--- src/rtl/regfile_multiport_if.sv ---
// Bus bundle for regfile_multiport: one write port plus NUM_READ flat read ports.
// The decode/writeback side uses the master modport; the register file uses slave.
interface regfile_multiport_if #(
  parameter int XLEN     = 32,
  parameter int NUM_REGS = 32,
  parameter int NUM_READ = 2
);
  localparam int AW = $clog2(NUM_REGS);

  logic                     ready;
  logic                     writeEn;
  logic [AW-1:0]            writeAddr;
  logic [XLEN-1:0]          writeData;
  logic [NUM_READ*AW-1:0]   readAddr;
  logic [NUM_READ*XLEN-1:0] readData;

  modport master (
    input  ready, readData,
    output writeEn, writeAddr, writeData, readAddr
  );

  modport slave (
    output ready, readData,
    input  writeEn, writeAddr, writeData, readAddr
  );
endinterface

--- src/rtl/regfile_multiport.sv ---
// Integer register file: NUM_READ combinational read ports, one write port,
// optional hardwired-zero register 0. After reset a sequencer zeroes one entry
// per cycle so the storage array carries no reset and can map onto RAM.
// Define REGFILE_BYPASS_EN to forward a committing write to same-cycle reads.
module regfile_multiport #(
  parameter int XLEN     = 32,
  parameter int NUM_REGS = 32,
  parameter int NUM_READ = 2,
  parameter int ZERO_REG = 1
) (
  input  logic                clk,
  input  logic                rst,
  regfile_multiport_if.slave  rf
);
  localparam int              AW         = $clog2(NUM_REGS);
  localparam logic [AW:0]     NUM_REGS_W = (AW+1)'(NUM_REGS);
  localparam logic [AW-1:0]   LAST_IDX   = AW'(NUM_REGS - 1);

  typedef enum logic {
    CLEAR = 1'b0,
    READY = 1'b1
  } state_e;

  state_e          state_q;
  logic [AW-1:0]   clr_cnt_q;
  logic            ready_q;

  logic [XLEN-1:0] mem_q [NUM_REGS];

  logic            wr_ok;
  logic            mem_we;
  logic [AW-1:0]   mem_wa;
  logic [XLEN-1:0] mem_wd;
  logic [AW-1:0]   rd_addr;
  logic [NUM_READ*XLEN-1:0] rd_flat;

  // Addresses beyond the last implemented register are treated as absent.
  function automatic logic in_range(input logic [AW-1:0] a);
    return {1'b0, a} < NUM_REGS_W;
  endfunction

  function automatic logic is_zero_reg(input logic [AW-1:0] a);
    return (ZERO_REG != 0) && (a == '0);
  endfunction

  // A write commits only in READY, to an implemented, non-hardwired register.
  assign wr_ok = (state_q == READY) && rf.writeEn &&
                 in_range(rf.writeAddr) && !is_zero_reg(rf.writeAddr);

  // Clear/ready sequencer: walks clr_cnt_q over every entry, then parks in READY.
  always_ff @(posedge clk) begin
    // NOTE: state registers use non-blocking assignments so every flop samples pre-edge values.
    if (rst) begin
      state_q   <= CLEAR;
      clr_cnt_q <= '0;
      ready_q   <= 1'b0;
    end else if (state_q == CLEAR) begin
      clr_cnt_q <= clr_cnt_q + AW'(1);
      if (clr_cnt_q == LAST_IDX) begin
        state_q <= READY;
        ready_q <= 1'b1;
      end
    end else begin
      ready_q <= 1'b1;
    end
  end

  // Single storage write port shared by the clear sequencer and the external write.
  always_comb begin
    // NOTE: every always_comb output gets a default first so no latch is inferred.
    mem_we = 1'b0;
    mem_wa = clr_cnt_q;
    mem_wd = '0;
    if (!rst) begin
      if (state_q == CLEAR) begin
        mem_we = 1'b1;
      end else if (wr_ok) begin
        mem_we = 1'b1;
        mem_wa = rf.writeAddr;
        mem_wd = rf.writeData;
      end
    end
  end

  // Storage array; the reset edge leaves contents untouched.
  always_ff @(posedge clk) begin
    // NOTE: the array has no reset; the clear sequencer zeroes it so it stays RAM-mappable.
    if (mem_we) begin
      mem_q[mem_wa] <= mem_wd;
    end
  end

  // Per-port combinational read with clear, range, zero-reg and optional bypass rules.
  always_comb begin
    rd_flat = '0;
    rd_addr = '0;
    for (int p = 0; p < NUM_READ; p++) begin
      rd_addr = rf.readAddr[p*AW +: AW];
      if ((state_q == READY) && in_range(rd_addr) && !is_zero_reg(rd_addr)) begin
`ifdef REGFILE_BYPASS_EN
        if (wr_ok && (rd_addr == rf.writeAddr)) begin
          rd_flat[p*XLEN +: XLEN] = rf.writeData;
        end else begin
          rd_flat[p*XLEN +: XLEN] = mem_q[rd_addr];
        end
`else
        rd_flat[p*XLEN +: XLEN] = mem_q[rd_addr];
`endif
      end
    end
  end

  assign rf.readData = rd_flat;
  assign rf.ready    = ready_q;

endmodule

--- src/flat_wrapper.sv ---
// flat-port wrapper written by rule: the top's interface ports become plain ports
module regfile_multiport_flat 
#(
  parameter int XLEN     = 32,
  parameter int NUM_REGS = 32,
  parameter int NUM_READ = 2,
  parameter int ZERO_REG = 1
)
  (clk, rst, rf_ready, rf_readData, rf_writeEn, rf_writeAddr, rf_writeData, rf_readAddr);
  regfile_multiport_if #(.XLEN(XLEN), .NUM_REGS(NUM_REGS), .NUM_READ(NUM_READ)) rf_i ();
  input  logic clk;
  input  logic rst;
  output wire logic [$bits(rf_i.ready)-1:0] rf_ready;
  output wire logic [$bits(rf_i.readData)-1:0] rf_readData;
  input wire logic [$bits(rf_i.writeEn)-1:0] rf_writeEn;
  input wire logic [$bits(rf_i.writeAddr)-1:0] rf_writeAddr;
  input wire logic [$bits(rf_i.writeData)-1:0] rf_writeData;
  input wire logic [$bits(rf_i.readAddr)-1:0] rf_readAddr;
  assign rf_ready = rf_i.ready;
  assign rf_readData = rf_i.readData;
  assign rf_i.writeEn = rf_writeEn;
  assign rf_i.writeAddr = rf_writeAddr;
  assign rf_i.writeData = rf_writeData;
  assign rf_i.readAddr = rf_readAddr;
  regfile_multiport #(.XLEN(XLEN), .NUM_REGS(NUM_REGS), .NUM_READ(NUM_READ), .ZERO_REG(ZERO_REG)) u_core (.clk(clk), .rst(rst), .rf(rf_i));
endmodule
--- config.mk ---
export PLATFORM = sky130hd
export DESIGN_NAME = regfile_multiport_flat
export DESIGN_NICKNAME = d
export VERILOG_FILES = /design/src/rtl/regfile_multiport_if.sv /design/src/rtl/regfile_multiport.sv /design/src/flat_wrapper.sv
export SDC_FILE = /design/constraint.sdc
export NUM_CORES = 1
export LEC_CHECK = 0
export ABC_CLOCK_PERIOD_IN_PS = 5500
export BUFFER_PORTS_ARGS = -buffer_cell sky130_fd_sc_hd__buf_4
export CELL_PAD_IN_SITES_DETAIL_PLACEMENT = 1
export CELL_PAD_IN_SITES_GLOBAL_PLACEMENT = 1
export CORE_ASPECT_RATIO = 1.5
export CORE_UTILIZATION = 43
export CTS_CLUSTER_SIZE = 24
export DETAILED_ROUTE_END_ITERATION = 12
export PLACE_DENSITY_LB_ADDON = 0.12
export SLEW_MARGIN = 10
export SYNTH_ARGS = -nofsm -noshare
export SYNTH_HDL_FRONTEND = slang
export SYNTH_SLANG_ARGS = --single-unit
--- constraint.sdc ---
create_clock -name clk -period 5.5 [get_ports clk]
set_input_delay 0.275 -clock clk [delete_from_list [all_inputs] [get_ports clk]]
set_output_delay 0.275 -clock clk [all_outputs]
set_load 0.005 [all_outputs]
Word level (Yosys, flattened, before mapping). Memory sizes are Yosys's and may differ from the RTL's. Cells that the tools add are included.

Bits in read-only memories: 0. Register bits: 7. Memory bits (writable): 1024. Word-level logic and storage cells: 34. Latch bits: 0. Output and inout port bits: 65. Memories kept: 1.

Memories: u_core.mem_q (depth 32, bits a word 32, rd ports 2, clocked after memory_dff 0, write ports 1, RTL line regfile_multiport.sv:28) `logic [XLEN-1:0] mem_q [NUM_REGS];`.

Equal/unequal tests: 1. Reduce and logical (&&, ||, !) cells: 11. Order comparisons: 0. Multiplexer cells: 17. Divide/modulo/power cells: 0. $mul: 0. Shift-type cells: 0. $add $sub $neg: 1. Bitwise logic cells: 0.

Operators by type and width (count): 2-to-1 mux 32 bit (5); logical NOT 5 bit (3); 2-to-1 mux 5 bit (3); 2-to-1 mux 1 bit (9); adder 5 x 1 -> 5 bit, second input constant (1); equality test 5 bit, second input constant (1); logical AND 1 bit (4); logical NOT 1 bit (3); nonzero test 2 bit (1).

Logic depth before layout (Yosys ltp).
Depth after elaboration: 8. Depth in mapped cells: 9. Depth with buffers taken out: 5.

Least setup slack after synthesis. No wires, ideal clock.

Path kind: register to register. Start point: reg u_core.state_q. End point: mem u_core.mem_q[10][0], enable pin. Buffers on the path: 1. Slack: 0.446 ns. Arrival: 4.552 ns. Library setup time: 0.501 ns. Stages on the path, launching flop included: 6. Cells stage by stage: dfxtp_1 -> buf_2 -> nand3b_1 -> a21oi_2 -> mux2_2 -> nor4_1.

Cells in the longest elaborated chain, start to end: 7. Elaborated cells between the ends (all ways): 10.

Ends and longest elaborated chain: start: declaration (RTL line regfile_multiport.sv:24) `state_e state_q;`; start signal: assignment (RTL line regfile_multiport.sv:54) `state_q <= CLEAR;`; start signal: assignment (RTL line regfile_multiport.sv:60) `state_q <= READY;`; logical AND 1 bit (RTL line regfile_multiport.sv:47) `assign wr_ok = (state_q == READY) && rf.writeEn &&`; logical AND 1 bit (RTL line regfile_multiport.sv:48) `in_range(rf.writeAddr) && !is_zero_reg(rf.writeAddr);`; 2-to-1 mux 1 bit (RTL line regfile_multiport.sv:77) `end else if (wr_ok) begin`; 2-to-1 mux 1 bit (RTL line regfile_multiport.sv:75) `if (state_q == CLEAR) begin`; 2-to-1 mux 1 bit (RTL line regfile_multiport.sv:74) `if (!rst) begin`; 2-to-1 mux 1 bit (RTL line regfile_multiport.sv:88) `if (mem_we) begin`; 2-to-1 mux 1 bit (not written as such) (RTL line regfile_multiport.sv:89) `mem_q[mem_wa] <= mem_wd;`; end: declaration (RTL line regfile_multiport.sv:28).

Several ways; a longest one is shown, not always the timed one.

Final worst setup path.
Start point: reg u_core.state_q. End point: out rf_readData[46].

Cells in the longest elaborated chain, start to end: 2.

Ends and longest elaborated chain: logical AND 1 bit (RTL line regfile_multiport.sv:99) `if ((state_q == READY) && in_range(rd_addr) && !is_zero_reg(rd_addr)) begin`; 2-to-1 mux 32 bit (RTL line regfile_multiport.sv:99); end: declaration (RTL line flat_wrapper.sv:14) `output wire logic [$bits(rf_i.readData)-1:0] rf_readData;`.

Every way passes these cells.

==> impl_metrics.yaml <==
outcome:
  status: "complete, no violations"
synth:
  synth_seq_cells: 1031
  yosysSeqAreaShare: 0.6339
  synth_edf_count: 1024
  ys_warn_count: 0
  syn_area_per_cell_sq_um: 18.77
  synth_top_area_share: 0.6311
  synth_cells: 2596
  yosysTopAreaCell: "edfxtp_1"
  syn-num-nets: 2648
  ys_types: 56
  synthArstFlopShare: 0
  synth.cell_area_sq_um: 48730
  synth_ff_type: "edfxtp_1"
  synthTopCellsByArea: "edfxtp_1, mux4_2, mux2i_1"
routing:
  drt_iter0_drc: 2854
  viasPerCell: 6.725
  wl_per_cell_microns: 39.21
  wl_microns: 165800
  num_vias: 28450
  drc_errors: 0
  dr.pass1.iters: 5
  ant_nets: 0
grt:
  grt_pass1_wl_microns: 233200
  grt_remaining_overflow: 0
  grt_usage: 0.2894
  antenna_found_initial: 1
  grt_pass1_vias: 30710
  grt_max_degree: 93
power:
  power_density_nw_per_um2: 303.8
  leakage_nw: 16.44
  vdd_drop_max_mv: 0.2211
hold_path:
  hold_class: "input port to flop"
  holdPathStages: 2
final_layout:
  fin_nets: 2755
  syn_to_final_growth_pct: 12.27
  final_util: 0.4891
  multi_input_area_sq_um: 17000
  fillers: 10180
  drive_gt1_frac: 0.3163
  seqCellArea_sq_um: 30890
  layout_common_cells: "edfxtp_1, mux4_2, mux2i_1"
  final_area_sq_um: 54710
  layout_commonest_cell: "edfxtp_1"
worst_setup_path:
  critPathRequiredTime_ps: 5220
  crit_fanout: 21
  start_kind: "flop"
  crit_path_end_kind: "primary output"
  r2r_cells: 4
  worstSetupPathType: "flop to primary output"
  crit_arrival_ps: 3910
sta:
  whs_ps: 218.5
  finalSetupViolCount: 0
  fin_skew_ps: 32.85
  finalHoldViolations: 0
  drv_slew: 0
  fin_crit_ps: 4181
  period_share: 0.7602
  tns_ps: 0
  grt_setup_unrepaired: "no"
  max_freq_mhz: 239.2
  slew_headroom: 0.08968
  fin_ws_ps: 1319
  worst_slew_pin_slew_ps: 1360
die:
  die_width_microns: 276.9
  die_h_microns: 414.3
  dieArea_sq_um: 114700
  fp-row-count: 150
  start_util: 0.4356
  io_pins: 115
  fp.coreArea_sq_um: 111900
clocking:
  clock_sinks: 1031
  numCtsBuffers: 102
  cts_setup_buffers: 0
  ctsResizeCount: 0
  htree_levels: 3
  tritoncts: "built"
  cts.clk_slew.worst_paths_ps: 70
  cts_root_buf: "clkbuf_16"
  hold_buffers: 1
  clk_latency_ps: 730
  clockBufferDepth: 3
placed_design:
  postPlaceCellArea_sq_um: 51420
  port_buffers: 114
  gp_congestion: 0.8568
  hpwl_microns: 99450
  place_ws_ps: 1664
job:
  maxCapViolations: 0
==> state kept, by name (all words and copies together) (netlist names) <==
signal,cells
u_core.rf.ready,1
u_core.state_q,1
u_core.mem_q,1024
u_core.clr_cnt_q,5
==> through the flow <==
step	cells	power [W]
after detailed placement	4041	0.009818
after global placement	4041	0.009801
after floorplan	2596	0.009458
final	4230	0.01662
after CTS	4228	0.01673
after global routing	4229	0.01702
==> routing by layer <==
metal  routed length (microns)  GRT usage  vias up
li1                          -          -    11310
met1                     63680     0.3613    15690
met2                     86110     0.5070     1163
met3                      9596    0.04045      289
met4                      6461     0.1139        0
met5                         0          0        -
==> final timing paths <==
kind,from,endpoint,slack [ps]
worst min-delay path,rf_writeData[24],u_core.mem_q[9][24],220
worst max register to register,u_core.state_q,u_core.mem_q[16][23],1580
worst max-delay path,u_core.state_q,rf_readData[46],1320
worst min register to register,u_core.rf.ready,u_core.rf.ready,490
==> power by group <==
group | leakage [nW] | switching (W) | total [W] | internal, W
clock | 1.57 | 0.00313 | 0.00698 | 0.00385
sequential | 8.06 | 0.0000284 | 0.00859 | 0.00857
combinational | 6.80 | 0.000632 | 0.00105 | 0.000419
total | 16.4 | 0.00379 | 0.0166 | 0.0128
==> worst max-delay path: stages (launching register included) <==
cell and delay (ps):
dfxtp_1 770, nand3_2 1070, buf_4 580, a21oi_1 140, nand3_1 110, nand4_1 290
buf_4 180
==> synth_stat cells, drive strengths merged (5+ instances only) <==
master,n
mux2,53
a211oi,32
a21oi,54
a31oi,6
o221ai,86
clkbuf,71
nand4,10
o21ai,5
nand3,54
nor2,25
a2bb2oi,32
a22oi,20
o22a,22
buf,138
and2,37
nor2b,7
nand2,75
a221oi,32
mux4,376
mux2i,365
nand3b,5
nor3,23
inv,5
dfxtp,7
edfxtp,1024
==> cell type report <==
cell class              instances  share of cell area
flip-flops and latches       1031              0.5646
multi-input cells            1351              0.3107
clock buffers                 113             0.04858
well taps                    1444             0.03303
repair buffers                212             0.03190
clock inverters                73             0.01082
inverters                       5           0.0003431
diodes                          1          0.00004574
==> kinds of logic (layout without fill, tap and decap cells) <==
family,count (synthesis),in the layout,synth area share
other,0,1,0
XOR/XNOR,3,3,0.0005393
multiplexers,794,794,0.2632
AO/OA/AOI/OAI,295,295,0.05277
flip-flops,1031,1031,0.6339
adder cells (fa/ha/maj),2,2,0.0005135
buffers and inverters,214,403,0.02224
AND/OR/NAND/NOR,257,257,0.02676
(Power assumes the default switching activity.)
